File: src/rtl/cpu_defs.sv
// cpu_defs: shared pipeline widths, Tuse/Tnew encoding and the per-operand hazard test
package cpu_defs;
  localparam int REG_W = 5;
  localparam int T_W = 2;
  localparam int MD_CNT_W = 4;
  localparam logic [T_W-1:0] TUSE_NEVER = 2'd3;
  localparam int DEF_MULT_CYCLES = 5;
  localparam int DEF_DIV_CYCLES = 10;
  function automatic logic src_haz(
    input logic [REG_W-1:0] src,
    input logic [T_W-1:0] tuse,
    input logic [REG_W-1:0] dst,
    input logic [T_W-1:0] tnew
  );
    return (src != '0) && (src == dst) && (tuse != TUSE_NEVER) && (tnew > tuse);
  endfunction
endpackage

File: src/rtl/md_busy_counter.sv
// md_busy_counter: mult/div busy countdown with sticky error on overlapping issue
module md_busy_counter
  import cpu_defs::*;
#(
  parameter int MULT_CYCLES = DEF_MULT_CYCLES,
  parameter int DIV_CYCLES = DEF_DIV_CYCLES
) (
  input  logic                clk,
  input  logic                rst,
  input  logic                start,
  input  logic                is_div,
  output logic                busy,
  output logic [MD_CNT_W-1:0] cnt,
  output logic                err
);
  logic [MD_CNT_W-1:0] cnt_d, cnt_q;
  logic                err_d, err_q;
  logic                idle;
  always_comb begin
    idle  = cnt_q == '0;
    cnt_d = (start && idle) ? (is_div ? MD_CNT_W'(DIV_CYCLES) : MD_CNT_W'(MULT_CYCLES))
          : idle ? cnt_q : cnt_q - 1'b1;
    err_d = err_q | (start & ~idle);
  end
  always_ff @(posedge clk or posedge rst)
    if (rst) begin
      cnt_q <= '0;
      err_q <= 1'b0;
    end else begin
      cnt_q <= cnt_d;
      err_q <= err_d;
    end
  assign busy = ~idle | start;
  assign cnt  = cnt_q;
  assign err  = err_q;
endmodule

File: src/rtl/stall_ctrl.sv
// stall_ctrl: Tuse/Tnew data-hazard and mult/div busy stall decision for the 5-stage pipe
module stall_ctrl
  import cpu_defs::*;
#(
  parameter int MULT_CYCLES = DEF_MULT_CYCLES,
  parameter int DIV_CYCLES = DEF_DIV_CYCLES
) (
  input  logic                clk,
  input  logic                rst,
  input  logic [REG_W-1:0]    D_rs,
  input  logic [REG_W-1:0]    D_rt,
  input  logic [T_W-1:0]      D_tuse_rs,
  input  logic [T_W-1:0]      D_tuse_rt,
  input  logic                D_is_md,
  input  logic [REG_W-1:0]    E_A3,
  input  logic [T_W-1:0]      E_tnew,
  input  logic [REG_W-1:0]    M_A3,
  input  logic [T_W-1:0]      M_tnew,
  input  logic                E_md_start,
  input  logic                E_md_is_div,
  output logic                stall,
  output logic                E_clr,
  output logic                md_busy,
  output logic [MD_CNT_W-1:0] md_cnt,
  output logic                md_err
);
  logic rs_haz, rt_haz;
  md_busy_counter #(.MULT_CYCLES(MULT_CYCLES), .DIV_CYCLES(DIV_CYCLES)) u_md (
    .clk(clk), .rst(rst), .start(E_md_start), .is_div(E_md_is_div),
    .busy(md_busy), .cnt(md_cnt), .err(md_err)
  );
  always_comb begin
    rs_haz = src_haz(D_rs, D_tuse_rs, E_A3, E_tnew) | src_haz(D_rs, D_tuse_rs, M_A3, M_tnew);
    rt_haz = src_haz(D_rt, D_tuse_rt, E_A3, E_tnew) | src_haz(D_rt, D_tuse_rt, M_A3, M_tnew);
    stall  = rs_haz | rt_haz | (D_is_md & md_busy);
    E_clr  = stall;
  end
endmodule

File: config.mk
export PLATFORM = sky130hd
export DESIGN_NAME = stall_ctrl
export DESIGN_NICKNAME = d
export VERILOG_FILES = /design/src/rtl/cpu_defs.sv /design/src/rtl/md_busy_counter.sv /design/src/rtl/stall_ctrl.sv
export SDC_FILE = /design/constraint.sdc
export NUM_CORES = 1
export LEC_CHECK = 0
export BUFFER_PORTS_ARGS = -buffer_cell sky130_fd_sc_hd__buf_2
export CORE_UTILIZATION = 25
export CTS_CLUSTER_SIZE = 12
export DETAILED_ROUTE_END_ITERATION = 12
export GPL_ROUTABILITY_DRIVEN = 0
export GPL_TIMING_DRIVEN = 0
export SYNTH_ARGS = -nofsm -noshare
export SYNTH_HDL_FRONTEND = slang
export SYNTH_SLANG_ARGS = --single-unit
File: constraint.sdc
create_clock -name clk -period 5.7 [get_ports clk]
set_clock_uncertainty 0.2 [all_clocks]
set_input_delay 0.855 -clock clk [delete_from_list [all_inputs] [get_ports clk]]
set_output_delay 0.855 -clock clk [all_outputs]
set_load 0.02 [all_outputs]
==> results of run 1 <==
[sequential cells by signal, summed over array words and instances, names as in the netlist]
register,count
u_md.cnt,4
u_md.err,1
[critical path, cell delays in order]
cell      delay (ns)
buf_2           0.08
inv_1           0.05
ha_1            0.30
nand2_1         0.08
nand4_1         0.09
nor4_1          0.31
o221ai_1        0.17
nand3_2         0.11
buf_4           0.10
buf_2           0.14
[cells in the final DEF (no fill, tap or decap)]
| master | Yosys | layout |
|---|---|---|
| a21o_1 | 1 | 1 |
| nor4_1 | 4 | 4 |
| nand3_2 | 1 | 1 |
| dfrtp_1 | 5 | 5 |
| o21a_1 | 1 | 1 |
| o221ai_1 | 1 | 1 |
| o31ai_1 | 1 | 1 |
| nor3_1 | 1 | 1 |
| clkbuf_1 | 0 | 1 |
| a21oi_1 | 7 | 7 |
| or2_4 | 1 | 1 |
| o21ai_0 | 3 | 3 |
| buf_4 | 1 | 1 |
| nand2_2 | 1 | 1 |
| or3b_1 | 1 | 1 |
| buf_2 | 1 | 41 |
| o22ai_1 | 1 | 1 |
| xor2_1 | 8 | 8 |
| nand4_1 | 4 | 4 |
| ha_1 | 10 | 10 |
| inv_1 | 12 | 12 |
| nand2_1 | 8 | 8 |
| or4_1 | 1 | 1 |
| o21ai_1 | 1 | 1 |
| nor2_1 | 2 | 2 |
| clkbuf_4 | 0 | 3 |
| a22oi_1 | 1 | 1 |
| xnor2_1 | 13 | 13 |
[final cells by class]
cell class | instances | area, sq um
fill | 306 | 1770
tap | 31 | 38.8
sequential | 5 | 125
multi-input combinational | 72 | 543
clock buffer | 4 | 26.3
inverter | 12 | 45.0
timing repair buffer | 40 | 200
buffer | 2 | 12.5
[final timing paths]
kind / start / end / slack, ns / depth (start not counted)
min: u_md.err / u_md.err / 0.26 / 1
max: D_tuse_rt[1] / stall / 2.36 / 10
min reg2reg: u_md.err / u_md.err / 0.26 / 1
max reg2reg: u_md.cnt[0] / u_md.cnt[0] / 3.89 / 6
min in group asynchronous: rst / u_md.cnt[3] / 0.30 / 2
max in group asynchronous: rst / u_md.cnt[2] / 4.82 / 2
[Yosys cell counts (2+ instances only)]
| master | count |
|---|---|
| a21oi_1 | 7 |
| dfrtp_1 | 5 |
| ha_1 | 10 |
| inv_1 | 12 |
| nand2_1 | 8 |
| nand4_1 | 4 |
| nor2_1 | 2 |
| nor4_1 | 4 |
| o21ai_0 | 3 |
| xnor2_1 | 13 |
| xor2_1 | 8 |
[per-layer routing]
metal / share of wire, % / wire [um] / global-route usage, % / vias up
li1: - / - / - / 398
met1: 41 / 798 / 14.1 / 366
met2: 53 / 1040 / 25.0 / 26
met3: 6.1 / 120 / 1.63 / 0
met4: 0 / 0 / 3.14 / 0
met5: 0 / 0 / 0 / -
[power by group]
group	switching, uW	internal, uW
clock network	14.4	26.5
logic	82.9	67.7
registers	18.9	51.6
total	116	146
[kinds of logic (layout without fill, tap and decap cells)]
logic type | Yosys count | after routing | share of synthesized area, %
XOR/XNOR | 21 | 21 | 25.3
adder cells (fa/ha/maj) | 10 | 10 | 17.2
AND/OR/NAND/NOR | 24 | 24 | 18.4
buffers and inverters | 14 | 58 | 7.93
AO/OA/AOI/OAI | 17 | 17 | 13.8
flip-flops | 5 | 5 | 17.2
[stage by stage]
stage	worst slack [ns]	std cells	hold WS (ns)
finish	2.36	166	0.262
global route	2.24	166	0.295
CTS	2.35	166	0.261
detailed placement	2.35	162	0.244
global placement	2.38	162	0.235
floorplan	2.58	91	0.365
==> impl_metrics.yaml, run 1 <==
outcome:
  status: "complete, no violations"
floorplan:
  die_w_um: 55.9
  rows: 19
  core_sq_um: 2760
  io_pins: 41
  start_util_pct: 26.3
  fp.dieH_um: 55.9
  die_area_sq_um: 3120
global_route:
  grt_use_total_pct: 12.6
  antenna_found_initial: 0
  grt-ovfl-total: 0
  grt_pass1_wl_mm: 3.17
  grt_pass1_vias: 772
  grt_max_degree: 8
synthesis:
  synthTopCellsByArea: "dfrtp_1 17%, ha_1 17%, xnor2_1 16%"
  synth_ff_type: "dfrtp_1"
  synth_area_leader_cell: "dfrtp_1"
  yosysWarningCount: 0
  netlist_area_sq_um: 726
  synthArstFlopShare_pct: 100
  netlist_instances: 91
  ys_ff_latch: 5
  synth_edf_count: 0
  synth_top_area_share_pct: 17.2
  synth_fp_nets: 134
  synth_cell_type_count: 26
  avgSynthCellArea_sq_um: 7.97
  ys_seq_area_share_pct: 17.2
setup_path:
  cp_max_fo: 2
  required_ns: 4.64
  path_class: "in -> out"
  worstSetupStartpointType: "input pin"
  end_kind: "primary output"
  cp.arrival_ns: 2.29
layout:
  antenna_cells: 0
  final_layout_size_suffix_gt1_share_pct: 35.6
  final_cell_area_sq_um: 991
  fin_nets: 179
  final_util_pct: 35.9
  area_growth_pct: 36.6
sta:
  setup_violations: 0
  drv_slew: 0
  maxSlewHeadroom_pct: 81.8
  worstMarginPinSlew_ns: 0.271
  fmax_mhz: 299
  post-route-period-util_pct: 58.7
  rsz0062_at_grt: "false"
  hold_viol_final: 0
  tns_ns: 0
  finalWorstPathRequiredPeriod_ns: 3.34
power:
  leakage_uw: 0.000495
  total_power_uw: 262
  power_density_nw_per_um2: 264
  peakVddDrop_mv: 0.228
clock_tree:
  insertion_delay_ns: 0.24
  post_cts.repair.setup_buffers: 0
  cts_tree: "done"
  cts_hold_buf: 0
  clock-sinks: 5
  htreeDepth: 1
  cts_resized: 0
  cts_made_buffers: 3
  path_clk_slew_ns: 0.04
  clockBufferDepth: 2
  cts_root_buffer: "clkbuf_4"
drt:
  ant_nets: 0
  drt-initial-drc-count: 21
  viasPerCell: 4.76
  routedWlPerCell_um: 11.8
  vias: 790
  dr.pass1.iters: 4
  wl_mm: 1.96
  drc: 0
min_path:
  min_path_type: "reg -> reg"
job:
  drv_cap: 0
placed_design:
  hpwl_mm: 1.75
  port_buffers: 40
  placed_area_sq_um: 965
Power figures use the tool's default switching activity.
==> run 2, diff against run 1 <==
==> constraint.sdc (replaced) <==
create_clock -name clk -period 2.95 [get_ports clk]
set_clock_uncertainty 0.2 [all_clocks]
set_input_delay 0.4425 -clock clk [delete_from_list [all_inputs] [get_ports clk]]
set_output_delay 0.4425 -clock clk [all_outputs]
set_load 0.02 [all_outputs]
==> run 2 against run 1 <==
Against the previous run: die area stayed put; clock power is 93% higher; sequential power is 93% higher; global-route usage is 0.098 points higher; sequential cell count stayed put; total power is 94% higher; first-iteration DRC count is 4.8% lower; design area is 1.0% higher; count of clock-buffer cells in the layout stayed put.
==> impl_metrics.yaml, run 2 (synthesized netlist as in run 1, its figures left out) <==
outcome:
  status: "complete, no violations"
floorplan:
  die_w_um: 55.9
  io_pins: 41
  start_util_pct: 26.3
  fp.dieH_um: 55.9
  die_area_sq_um: 3120
  rows: 19
  core_sq_um: 2760
power:
  power_density_nw_per_um2: 507
  leakage_uw: 0.000499
  peakVddDrop_mv: 0.441
min_path:
  min_path_type: "reg -> reg"
clock_tree:
  htreeDepth: 1
  post_cts.repair.setup_buffers: 0
  cts_root_buffer: "clkbuf_4"
  cts_made_buffers: 3
  clockBufferDepth: 2
  path_clk_slew_ns: 0.04
  insertion_delay_ns: 0.24
  cts_tree: "done"
  clock-sinks: 5
drt:
  dr.pass1.iters: 4
  drt-initial-drc-count: 20
  vias: 789
  routedWlPerCell_um: 11.7
  wl_mm: 1.95
  drc: 0
  ant_nets: 0
  viasPerCell: 4.72
layout:
  final_layout_size_suffix_gt1_share_pct: 35.3
  fillCellCount: 305
  final_cell_mix: "41 x buf_2, 13 x xnor2_1, 12 x inv_1"
  regArea_sq_um: 125
  multi_input_area_sq_um: 543
  fin_nets: 180
  layout_commonest_cell: "buf_2"
  largest_reg_flops: 4
  area_growth_pct: 37.9
  antenna_cells: 0
setup_path:
  cp.arrival_ns: 2.11
  cp_max_fo: 7
  required_ns: 2.31
  regToRegSetupSlack_ns: 1.14
  end_kind: "primary output"
  path_class: "reg -> out"
  worstSetupStartpointType: "flop"
sta:
  setup_violations: 0
  hold_viol_final: 0
  worstMarginPinSlew_ns: 0.273
  timing.hold.ws_ns: 0.262
  post-route-period-util_pct: 93.4
  rsz0062_at_grt: "false"
  finalWorstPathRequiredPeriod_ns: 2.75
  fmax_mhz: 363
  maxSlewHeadroom_pct: 81.6
  drv_slew: 0
  tns_ns: 0
global_route:
  grt_pass1_vias: 784
  antenna_found_initial: 0
  grt_pass1_wl_mm: 3.19
  grt_max_degree: 8
  grt_use_total_pct: 12.7
  grt-ovfl-total: 0
job:
  drv_cap: 0
placed_design:
  port_buffers: 40
  hpwl_mm: 1.75
==> run 2: cell types whose count changed in the layout (fill, tap and decap cells not counted) <==
cell           previous run  this run
dlygate4sd3_1             0         1
==> run 2: cell type report <==
type,count,share of cell area (%)
clock buffers,4,2.63
multi-input cells,72,54.3
flip-flops and latches,5,12.5
well taps,31,3.88
plain buffers,2,1.25
repair buffers,41,21.0
inverters,12,4.50
==> run 2: metal layers <==
metal / share of wire [%] / global-route usage (%) / vias to the layer above
met1: 40 / 14.1 / 363
met3: 6.1 / 1.63 / 0
li1: - / - / 400
met2: 54 / 25.3 / 26
met5: 0 / 0 / -
met4: 0 / 3.14 / 0
==> run 2: path summary, 6_finish.rpt <==
| path | start | to | cells past startpoint |
|---|---|---|---|
| worst max-delay path | u_md.cnt[0] | stall | 9 |
| worst min-delay path | u_md.err | u_md.err | 1 |
| max in group asynchronous | rst | u_md.cnt[2] | 3 |
| worst max register to register | u_md.cnt[0] | u_md.cnt[0] | 6 |
| min in group asynchronous | rst | u_md.cnt[3] | 3 |
| worst min register to register | u_md.err | u_md.err | 1 |
==> run 2: stage by stage <==
step	std cells	total power (uW)	setup WS [ns]	util, %	cell area, sq um
CTS	167	514	0.175	36.3	1000
floorplan	91	326	0.416	-	726
finish	167	507	0.196	36.3	1000
detailed placement	162	429	0.426	35.0	965
global placement	162	421	0.452	35.0	965
global route	167	551	0.0646	36.3	1000
==> run 2: power by group <==
group | leakage, uW | switching [uW] | total, uW | internal (uW)
sequential | 0.0000554 | 36.5 | 136 | 99.7
combinational | 0.000429 | 160 | 292 | 132
clock | 0.0000150 | 27.9 | 79.0 | 51.1
total | 0.000499 | 225 | 507 | 283
==> run 2: repair_timing <==
action,4_1_cts,5_1_grt
hold buffers,1,0
resized for setup,0,0
hold endpoints to repair,5,0
==> run 2: worst max-delay path: stages (launching register included) <==
cell	delay, ns
dfrtp_1	0.43
inv_1	0.11
ha_1	0.18
or3b_1	0.34
buf_2	0.16
or2_4	0.24
nand2_2	0.07
nand3_2	0.06
buf_4	0.14
buf_2	0.14
==> run 3, diff against run 2 <==
--- a/config.mk
+++ b/config.mk
@@ -6,11 +6,13 @@
 export NUM_CORES = 1
 export LEC_CHECK = 0
 export BUFFER_PORTS_ARGS = -buffer_cell sky130_fd_sc_hd__buf_2
-export CORE_UTILIZATION = 25
+export CORE_MARGIN = 4
+export CORE_UTILIZATION = 39
 export CTS_CLUSTER_SIZE = 12
 export DETAILED_ROUTE_END_ITERATION = 12
 export GPL_ROUTABILITY_DRIVEN = 0
 export GPL_TIMING_DRIVEN = 0
+export PLACE_DENSITY = 0.75
 export SYNTH_ARGS = -nofsm -noshare
 export SYNTH_HDL_FRONTEND = slang
 export SYNTH_SLANG_ARGS = --single-unit
==> run 3 against run 2 <==
Against the previous run: sequential share of layout area increased by 0.094 points; register-to-register slack about the same; largest cell class unchanged; combinational power about the same; first-iteration DRC count decreased by 45%.
==> impl_metrics.yaml, run 3 (synthesized netlist as in run 1, its figures left out) <==
sta:
  hold_viol_final: 0
  maxSlewHeadroom_pct: 80.7
  rsz0062_at_grt: "false"
  worstMarginPinSlew_ns: 0.286
  finalWorstPathRequiredPeriod_ns: 2.75
  tns_ns: 0
  drv_slew: 0
  setup_violations: 0
  post-route-period-util_pct: 93.2
  fmax_mhz: 364
drt:
  dr.pass1.iters: 4
  drc: 0
  viasPerCell: 4.73
  routedWlPerCell_um: 11.6
  drt-initial-drc-count: 11
  vias: 762
  ant_nets: 0
  wl_mm: 1.86
clock_tree:
  cts_made_buffers: 3
  insertion_delay_ns: 0.24
  cts_hold_buf: 1
  cts_tree: "done"
  htreeDepth: 1
  clockBufferDepth: 2
  cts_root_buffer: "clkbuf_4"
  cts_resized: 0
  clock-sinks: 5
  path_clk_slew_ns: 0.04
  post_cts.repair.setup_buffers: 0
layout:
  fin_nets: 180
  final_cell_area_sq_um: 993
  layout_commonest_cell: "buf_2"
  largest_reg_flops: 4
  fillCellCount: 185
  area_growth_pct: 36.9
  final_layout_size_suffix_gt1_share_pct: 35.3
  antenna_cells: 0
  final_cell_mix: "41 x buf_2, 13 x xnor2_1, 12 x inv_1"
  final_util_pct: 56.9
min_path:
  hold_depth: 1
  min_to: "u_md.err"
  min_from: "u_md.err"
  min_path_type: "reg -> reg"
placed_design:
  port_buffers: 40
  placed_area_sq_um: 957
  hpwl_mm: 1.64
setup_path:
  r2r_end: "u_md.cnt[0]"
  cp_max_fo: 7
  worstPathCellList: "inv_1, ha_1, or3b_1, buf_2, or2_4, nand2_2, nand3_2, buf_4, buf_2"
  slowest_stage: "dfrtp_1"
  cp.arrival_ns: 2.11
  end_kind: "primary output"
  slowest_delay_ns: 0.43
  crit_top_cell: "buf_2"
  regToRegSetupSlack_ns: 1.13
  timing.rr.start: "u_md.cnt[0]"
  required_ns: 2.31
  cpLargestDelayFamily: "simple AND/OR/NAND/NOR gates"
  cp_num_buf_inv: 4
  path_class: "reg -> out"
  worstSetupStartpointType: "flop"
  r2r_cells: 6
floorplan:
  die_w_um: 51.1
  core_sq_um: 1750
  fp.dieH_um: 51.1
  die_area_sq_um: 2610
  start_util_pct: 41.6
  io_pins: 41
  rows: 15
global_route:
  antenna_found_initial: 0
  grt-ovfl-total: 0
  grt_use_total_pct: 15.0
  grt_pass1_wl_mm: 3.08
  grt_pass1_vias: 758
  grt_max_degree: 8
power:
  power_density_nw_per_um2: 507
  leakage_uw: 0.000499
  peakVddDrop_mv: 0.492
  total_power_uw: 503
outcome:
  status: "complete, no violations"
job:
  drv_cap: 0
run 3: cell counts in the layout (fill, tap and decap cells not counted):
Identical to the previous run, type by type.
run 3: layout make-up:
type	instances	area [sq um]	share of cell area (%)
multi-input cells	72	543	54.7
plain buffers	2	12.5	1.26
flip-flops and latches	5	125	12.6
inverters	12	45.0	4.53
well taps	25	31.3	3.15
repair buffers	41	210	21.2
clock buffers	4	26.3	2.64
run 3: worst max path at each step:
| stage | cells past startpoint | endpoint | slack [ns] | start |
|---|---|---|---|---|
| 2_1_floorplan | 8 | stall | 0.42 | u_md.cnt[0] |
| 3_3_place_gp | 10 | stall | 0.45 | D_tuse_rs[1] |
| 3_5_place_dp | 10 | stall | 0.44 | D_tuse_rt[1] |
| 4_1_cts | 9 | stall | 0.19 | u_md.cnt[0] |
| 5_1_grt | 9 | stall | 0.09 | u_md.cnt[0] |
| 6_report | 9 | stall | 0.20 | u_md.cnt[0] |
run 3: worst register-to-register path: stages (launching register included):
cell	delay (ns)
dfrtp_1	0.43
inv_1	0.11
ha_1	0.19
or3b_1	0.34
buf_2	0.16
a21oi_1	0.17
o22ai_1	0.10
run 3: power by group:
part / internal, uW / leakage [uW] / switching [uW]
combinational: 132 / 0.000429 / 159
sequential: 99.7 / 0.0000554 / 36.0
clock: 51.0 / 0.0000150 / 26.0
total: 282 / 0.000499 / 221
run 3: routing by layer:
layer	GRT usage (%)	routed length (um)
met1	17.2	724
met3	1.46	99
met4	5.38	31
met5	0	0
met2	28.3	1000
run 3: through the flow:
step                cells  hold WS [ns]  setup slack (ns)
finish                161         0.252             0.200
global route          161         0.281            0.0919
CTS                   161         0.257             0.192
detailed placement    156         0.146             0.445
global placement      156         0.143             0.449
floorplan              91        0.0210             0.416
